`src/rtl/instr_mem_ctrl.sv`:
```
// instr_mem_ctrl: loadable, stallable instruction store feeding the IF stage.
// Optional IMEM_PARITY_EN adds a per-word even-parity bit and the if_perr flag.
module instr_mem_ctrl #(
  parameter int ADDR_W = 8,
  parameter int DATA_W = 16,
  parameter logic [DATA_W-1:0] NOP_WORD = 16'h0000
) (
  input  logic              mem_clk,
  input  logic              rst_n,
  input  logic              load_start,
  input  logic              ld_valid,
  output logic              ld_ready,
  input  logic [DATA_W-1:0] ld_data,
  input  logic              ld_last,
  output logic              load_ovf,
  input  logic [ADDR_W-1:0] if_addr,
  input  logic              if_stall,
  output logic [DATA_W-1:0] if_rdata,
  output logic              if_valid,
`ifdef IMEM_PARITY_EN
  output logic              if_perr,
`endif
  output logic [ADDR_W:0]   prog_len
);

`ifdef IMEM_PARITY_EN
  localparam int MEM_W = DATA_W + 1;
`else
  localparam int MEM_W = DATA_W;
`endif
  localparam logic [ADDR_W:0] WLAST = (ADDR_W+1)'((1 << ADDR_W) - 1);
  localparam logic [ADDR_W:0] FULL  = (ADDR_W+1)'(1 << ADDR_W);

  typedef enum logic [1:0] {IDLE, LOAD, RUN} state_t;

  state_t            state;
  logic [ADDR_W:0]   wptr;
  logic [MEM_W-1:0]  mem [2**ADDR_W];
  logic [MEM_W-1:0]  word_w;
  logic [MEM_W-1:0]  word_r;
  logic              wr_en;
  logic              in_range;

  // a load_start in LOAD discards the word handshaken that same cycle
  assign wr_en    = (state == LOAD) && ld_valid && !load_start;
  assign word_r   = mem[if_addr];
  assign in_range = {1'b0, if_addr} < prog_len;

`ifdef IMEM_PARITY_EN
  logic bad;
  assign word_w = {^ld_data, ld_data};
  assign bad    = ^word_r;
`else
  assign word_w = ld_data;
`endif

  always_ff @(posedge mem_clk) begin
    if (wr_en)
      mem[wptr[ADDR_W-1:0]] <= word_w;
  end

  always_ff @(posedge mem_clk or negedge rst_n) begin
    if (!rst_n) begin
      state    <= IDLE;
      wptr     <= '0;
      ld_ready <= 1'b0;
      load_ovf <= 1'b0;
      prog_len <= '0;
      if_rdata <= NOP_WORD;
      if_valid <= 1'b0;
`ifdef IMEM_PARITY_EN
      if_perr  <= 1'b0;
`endif
    end else if (load_start) begin
      state    <= LOAD;
      wptr     <= '0;
      ld_ready <= 1'b1;
      load_ovf <= 1'b0;
      if_rdata <= NOP_WORD;
      if_valid <= 1'b0;
`ifdef IMEM_PARITY_EN
      if_perr  <= 1'b0;
`endif
    end else begin
      unique case (state)
        LOAD: begin
          if (ld_valid) begin
            if (ld_last) begin
              prog_len <= wptr + 1'b1;
              state    <= RUN;
              ld_ready <= 1'b0;
            end else if (wptr == WLAST) begin
              load_ovf <= 1'b1;
              prog_len <= FULL;
              state    <= RUN;
              ld_ready <= 1'b0;
            end else begin
              wptr <= wptr + 1'b1;
            end
          end
        end
        RUN: begin
          if (!if_stall) begin
            if_valid <= 1'b1;
`ifdef IMEM_PARITY_EN
            if (in_range && bad) begin
              if_rdata <= NOP_WORD;
              if_perr  <= 1'b1;
            end else begin
              if_rdata <= in_range ? word_r[DATA_W-1:0] : NOP_WORD;
              if_perr  <= 1'b0;
            end
`else
            if_rdata <= in_range ? word_r : NOP_WORD;
`endif
          end
        end
        default: ;
      endcase
    end
  end

endmodule

```
`config.mk`:
```
export PLATFORM = sky130hd
export DESIGN_NAME = instr_mem_ctrl
export DESIGN_NICKNAME = d
export VERILOG_FILES = /design/src/rtl/instr_mem_ctrl.sv
export SDC_FILE = /design/constraint.sdc
export NUM_CORES = 2
export LEC_CHECK = 0
export ABC_CLOCK_PERIOD_IN_PS = 2700
export BUFFER_PORTS_ARGS = -buffer_cell sky130_fd_sc_hd__buf_2
export CAP_MARGIN = 30
export CORE_MARGIN = 4
export CORE_UTILIZATION = 50
export CTS_BUF_LIST = sky130_fd_sc_hd__clkbuf_4
export CTS_CLUSTER_DIAMETER = 200
export CTS_CLUSTER_SIZE = 25
export DETAILED_ROUTE_END_ITERATION = 10
export PLACE_DENSITY = 0.68
export SLEW_MARGIN = 20
export SYNTH_ARGS = -nofsm -noshare
export SYNTH_HDL_FRONTEND = slang
export SYNTH_SLANG_ARGS = --single-unit
```
`constraint.sdc`:
```
create_clock -name mem_clk -period 2.7 [get_ports mem_clk]
set_input_delay 0.405 -clock mem_clk [delete_from_list [all_inputs] [get_ports mem_clk]]
set_output_delay 0.405 -clock mem_clk [all_outputs]
set_load 0.01 [all_outputs]
```
Word-level counts from Yosys, hierarchy flattened
Memories as Yosys holds them, arrays and structs flattened.
Cells that the tools add are included.
{ "word_totals": {"regBits": 39, "memories": 1, "output_inout_bits": 28, "word_cells": 62, "ram_bits": 4096} }
{ "mem_list": {"columns": ["name", "words", "width", "read_ports", "rd_ports_with_merged_regs", "write_ports", "line_no", "rtl"], "rows": [
  ["mem", 256, 16, 1, 0, 1, "38", "logic [MEM_W-1:0] mem [2**ADDR_W];"]
]} }
{ "op_classes": {"bitwise": 1, "n_lt_le_gt_ge": 1, "mux": 31, "eq_ne": 6, "addsub": 1, "n_reduce_logical": 14} }
{ "op_table": {"columns": ["op", "n"], "rows": [
  ["2-to-1 mux 16 bit", 4],
  ["2-to-1 mux 9 bit", 7],
  ["2-to-1 mux 1 bit", 15],
  ["AND reduction 4 bit", 3],
  ["2-to-1 mux 2 bit", 5],
  ["nonzero test 2 bit", 5],
  ["adder 9 x 1 -> 9 bit, second input constant", 1],
  ["== test 9 x 8 -> 1 bit, second input constant", 1],
  ["< comparator 8 x 9 -> 1 bit", 1],
  ["inequality test 2 bit, second input constant", 3],
  ["AND reduction 3 bit", 1],
  ["nonzero test 3 bit", 1],
  ["== test 2 x 1 -> 1 bit, second input constant", 1],
  ["== test 2 bit, second input constant", 1],
  ["logical AND 1 bit", 2],
  ["AND reduction 2 bit", 1],
  ["zero test 1 bit", 1],
  ["NOT 1 bit", 1]
]} }

Depth between registers and ports, before layout
{ "logic_depth": {"depth_word": 6, "mapped_depth": 13} }

Worst setup path before layout
OpenSTA, ideal clock, no wires.
{ "synth_path": {"path_type": "register to register", "from": "register wptr[0]", "to": "memory mem[223][0] (netlist bit), enable pin", "setup_slack_ns": 0.067, "path_buffers": 3, "t_arrival_ns": 2.244, "period_less_slack_ns": 2.633, "path_stages_with_launch": 8, "cell_sequence": "dfrtp_1 > ha_1 > clkbuf_1 > and3_1 > clkbuf_1 > nand2_1 > clkbuf_1 > nor2_1"} }
{ "synth_rtl": {"columns": ["element", "line_no", "rtl"], "rows": [
  ["start: declaration", "37", "logic [ADDR_W:0] wptr;"],
  ["start signal: assignment", "98", "wptr <= wptr + 1'b1;"],
  ["end: declaration", "38", null]
]} }
Straight into the memory's write port.

Worst setup path after layout
{ "layout_path": {"from": "memory mem[58][10] (netlist bit)", "to": "register if_rdata[10]"} }
{ "layout_between": {"elab_chain_len": 5} }
{ "layout_lines": {"columns": ["element", "line_no", "rtl"], "rows": [
  ["memory read (256 x 16 bit)", null, null],
  ["2-to-1 mux 16 bit", "114", "if_rdata <= in_range ? word_r : NOP_WORD;"],
  ["2-to-1 mux 16 bit", "103", "if (!if_stall) begin"],
  ["2-to-1 mux 16 bit", "85", "unique case (state)"],
  ["2-to-1 mux 16 bit", "74", "end else if (load_start) begin"],
  ["end signal: assignment", "114", null],
  ["end: declaration", "18", "output logic [DATA_W-1:0] if_rdata,"]
]} }
No other way between the ends. The select of a mux whose other input is x is not followed.
A chain may end at the register's enable or synchronous reset.

==> metrics.md <==
| Metric | Value |
|---|---|
| Distinct cell type count after synthesis | `57` |
| DRC Markers | `0` |
| Slew @ Worst Pin | `0.9230 ns` |
| Die area | `roughly 330000 um2` |
| Worst-path cell chain | `mux2i_1 > a22oi_1 > buf_4 > nand4_1 > o21ai_0 > nand4_1 > nor3_2 > a221o_1` |
| Global-route wire length before repair | `just under 600000 um` |
| Worst Hold Class | `in -> reg` |
| PortBufs | `57` |
| RSZ-0062 raised after global routing | `yes` |
| Max stage delay on crit path | `0.62 ns` |
| Leakage power figure | `0.05808 uW` |
| Final GP Congestion | `0.8834` |
| Worst-path maximum fanout | `1` |
| Clk sinks | `4134` |
| Max VDD drop | `461.0 uV` |
| Overall Power | `between 100000 and 150000 uW` |
| Final WL | `between 400000 and 500000 um` |
| Util after Layout | `56.47%` |
| Failing checks | `setup timing` |
| Synthesis-stage register bit count | `4134` |
| Core area | `316000 um2` |
| Commonest non-fill, non-tap cell in the layout | `edfxtp_1` |
| Final hold violations | `0` |
| CP Launch Type | `flop` |
| Vias per cell | `6.267` |
| Starting density of the core | `50.41%` |
| Final setup viols | `3` |
| Layout cells sized above 1 | `approximately 26%` |
| Max Transition Viols Final | `0` |
| Initial antenna violation count | `25` |
| Worst Path Buf+Inv | `1` |
| Global Route Usage Sum | `24.97%` |
| Fmax | `360.4 MHz` |
| Syn Area/Cell | `20.57 um2` |
| Yosys warns | `0` |
| CP delay by family, top | `simple AND/OR/NAND/NOR gates` |
| CP max stage cell | `nor3_2` |
| Post-synth EDFFs | `4096` |
| Seq/Total Area, Yosys | `77.82%` |
| Fin worst setup slack | `-0.07447 ns` |
| Vias in the first global route | `80520` |
| Worst skew pair latency | `around 1.5 ns` |
| DR iter-0 viols | `approximately 11000` |
| Slew HR | `38.26%` |
| Num ports | `58` |
| Most frequent cells in the layout | `edfxtp_1 (4096), buf_4 (918), mux2i_1 (896)` |
| Layout area overhead | `12.02%` |
| CTS tree | `yes` |
| Status | `complete, but fails checks` |
| Max H-tree Level | `4` |
| PD cells | `561.1 nW/um2` |
| Worst Skew | `roughly 0.16 ns` |
| Wire per inst | `31.64 um` |
| DP Worst Slack | `-1.752 ns` |
| Worst endpoint data arrival time | `4.19 ns` |
| DP HPWL | `261000 um` |
| Pin count of the biggest net entering global routing | `104` |
| Mapped Area | `159300 um2` |
| Vias | `81600` |
| CTS clk-pin slew, worst paths | `roughly 0.26 ns` |
| Mapped Cells | `7744` |
| CP Capture Type | `flop` |
| Path type of the worst setup path | `reg -> reg` |
| Ys flop type | `edfxtp_1` |
| Max_cap viols | `0` |
| Synth top area share | `between 70% and 80%` |
| Min Tclk post-route | `about 2.8 ns` |
| Detailed Routing Iterations Pass 1 | `6` |
| DRT antenna net count | `0` |
| Fin crit share | `102.8%` |
| Post-layout nets | `8799` |
| Number of CTS-inserted buffers | `between 150 and 200` |
| Row count | `206` |
| Final setup TNS | `-0.1552 ns` |
| Syn nets | `7786` |
| Total grt overflow | `0` |
| Worst path required time | `4.11 ns` |
| Critical Path Most Common Cell | `nand4_1` |
| Clock Path Buffers | `4` |
| DIE HEIGHT | `572.4 um` |
| Ys async rst share | `0.9192%` |
| Clock root buffer | `clkbuf_4` |
| Main area contributors after synthesis | `edfxtp_1 (77%), mux4_2 (8.8%), mux2i_1 (5.7%), a22oi_1 (1.5%), nor2_1 (0.69%)` |
| Die width | `roughly 570 um` |
| Synth area leader | `edfxtp_1` |
## timing repair
item                       4_1_cts  5_1_grt
hold buffers                    61        0
hold endpoints to repair      4396        0
pin swaps                       14       10
buffers inserted                 1        0
gates resized for setup         84       16
setup endpoints to repair       91       22
## sequential cells by signal (all words and copies together) (netlist names)
name,cells
prog_len,9
state,2
if_rdata,16
mem,4096
if_valid,1
load_ovf,1
wptr,9
## metal layers
layer  global-route usage (%)  wire length, um  vias up
met5                        0               67        -
met4                    8.550            16610       10
met3                    3.288            35320      567
met2                    39.78           196600     3815
met1                    36.02           163300    43210
li1                         -                -    33990
## power by group
part           internal (uW)  total (uW)  switching (uW)
logic                   2850        7200            4350
clock network           4840       22400           17600
registers              70500       70500            27.3
## final timing paths
| kind | startpoint | endpoint | slack [ns] | depth (start not counted) |
|---|---|---|---|---|
| worst max-delay path | mem[58][10] | if_rdata[10] | -0.07 | 8 |
| worst min-delay path | if_addr[0] | if_rdata[14] | 0.19 | 7 |
| worst max register to register | mem[58][10] | if_rdata[10] | -0.07 | 8 |
| worst min register to register | prog_len[5] | prog_len[5] | 0.56 | 2 |
| max in group asynchronous | rst_n | if_rdata[6] | 1.88 | 5 |
| min in group asynchronous | rst_n | state[1] | 0.48 | 5 |
## Yosys cell counts, drive strengths merged, types with 41 or more instances
cell type  count
o211ai        66
nand2        113
edfxtp      4096
o22ai         48
a21oi         84
nand3         41
nand4         99
a22oi        320
buf          271
a221oi        49
o21ai        141
clkbuf       205
nor2         294
mux2i        902
mux4         621
## through the flow
| stage | hold WS, ns | std cells | cell area (um2) |
|---|---|---|---|
| floorplan | 0.1094 | 7744 | 159300 |
| global placement | 0.4658 | 12670 | 174900 |
| detailed placement | 0.4941 | 12670 | 175000 |
| CTS | 0.02336 | 13010 | 178300 |
| global route | 0.1285 | 13010 | 178400 |
| finish | 0.1856 | 13020 | 178400 |
## worst register-to-register path, stage by stage, from the launching register on
cell and delay, ns:
edfxtp_1 0.39, mux2i_1 0.07, a22oi_1 0.19, buf_4 0.17, nand4_1 0.16, o21ai_0 0.43, nand4_1 0.43, nor3_2 0.63
a221o_1 0.20
## layout make-up
| class | count | area (um2) |
|---|---|---|
| inverter | 15 | 56.30 |
| multi-input combinational | 3119 | 33410 |
| sequential | 4134 | 124000 |
| fill | 23290 | 137600 |
| antenna | 17 | 42.54 |
| clock buffer | 267 | 2004 |
| clock inverter | 9 | 156.4 |
| timing repair buffer | 1300 | 13590 |
| tap | 4160 | 5205 |
## cells by family (layout without fill, tap and decap cells)
group	count (synthesis)	in the layout	synth area share [%]
DFF	4134	4134	77.82
muxes	1538	1538	14.56
AOI/OAI and AO/OA	847	847	3.726
and+or+nand+nor	711	711	2.181
buffers and inverters	491	1591	1.566
adders and majority gates	12	12	0.09426
xor gates and xnor gates	11	11	0.06048
other	0	17	0
No activity file was read; power rests on OpenSTA's default activity.
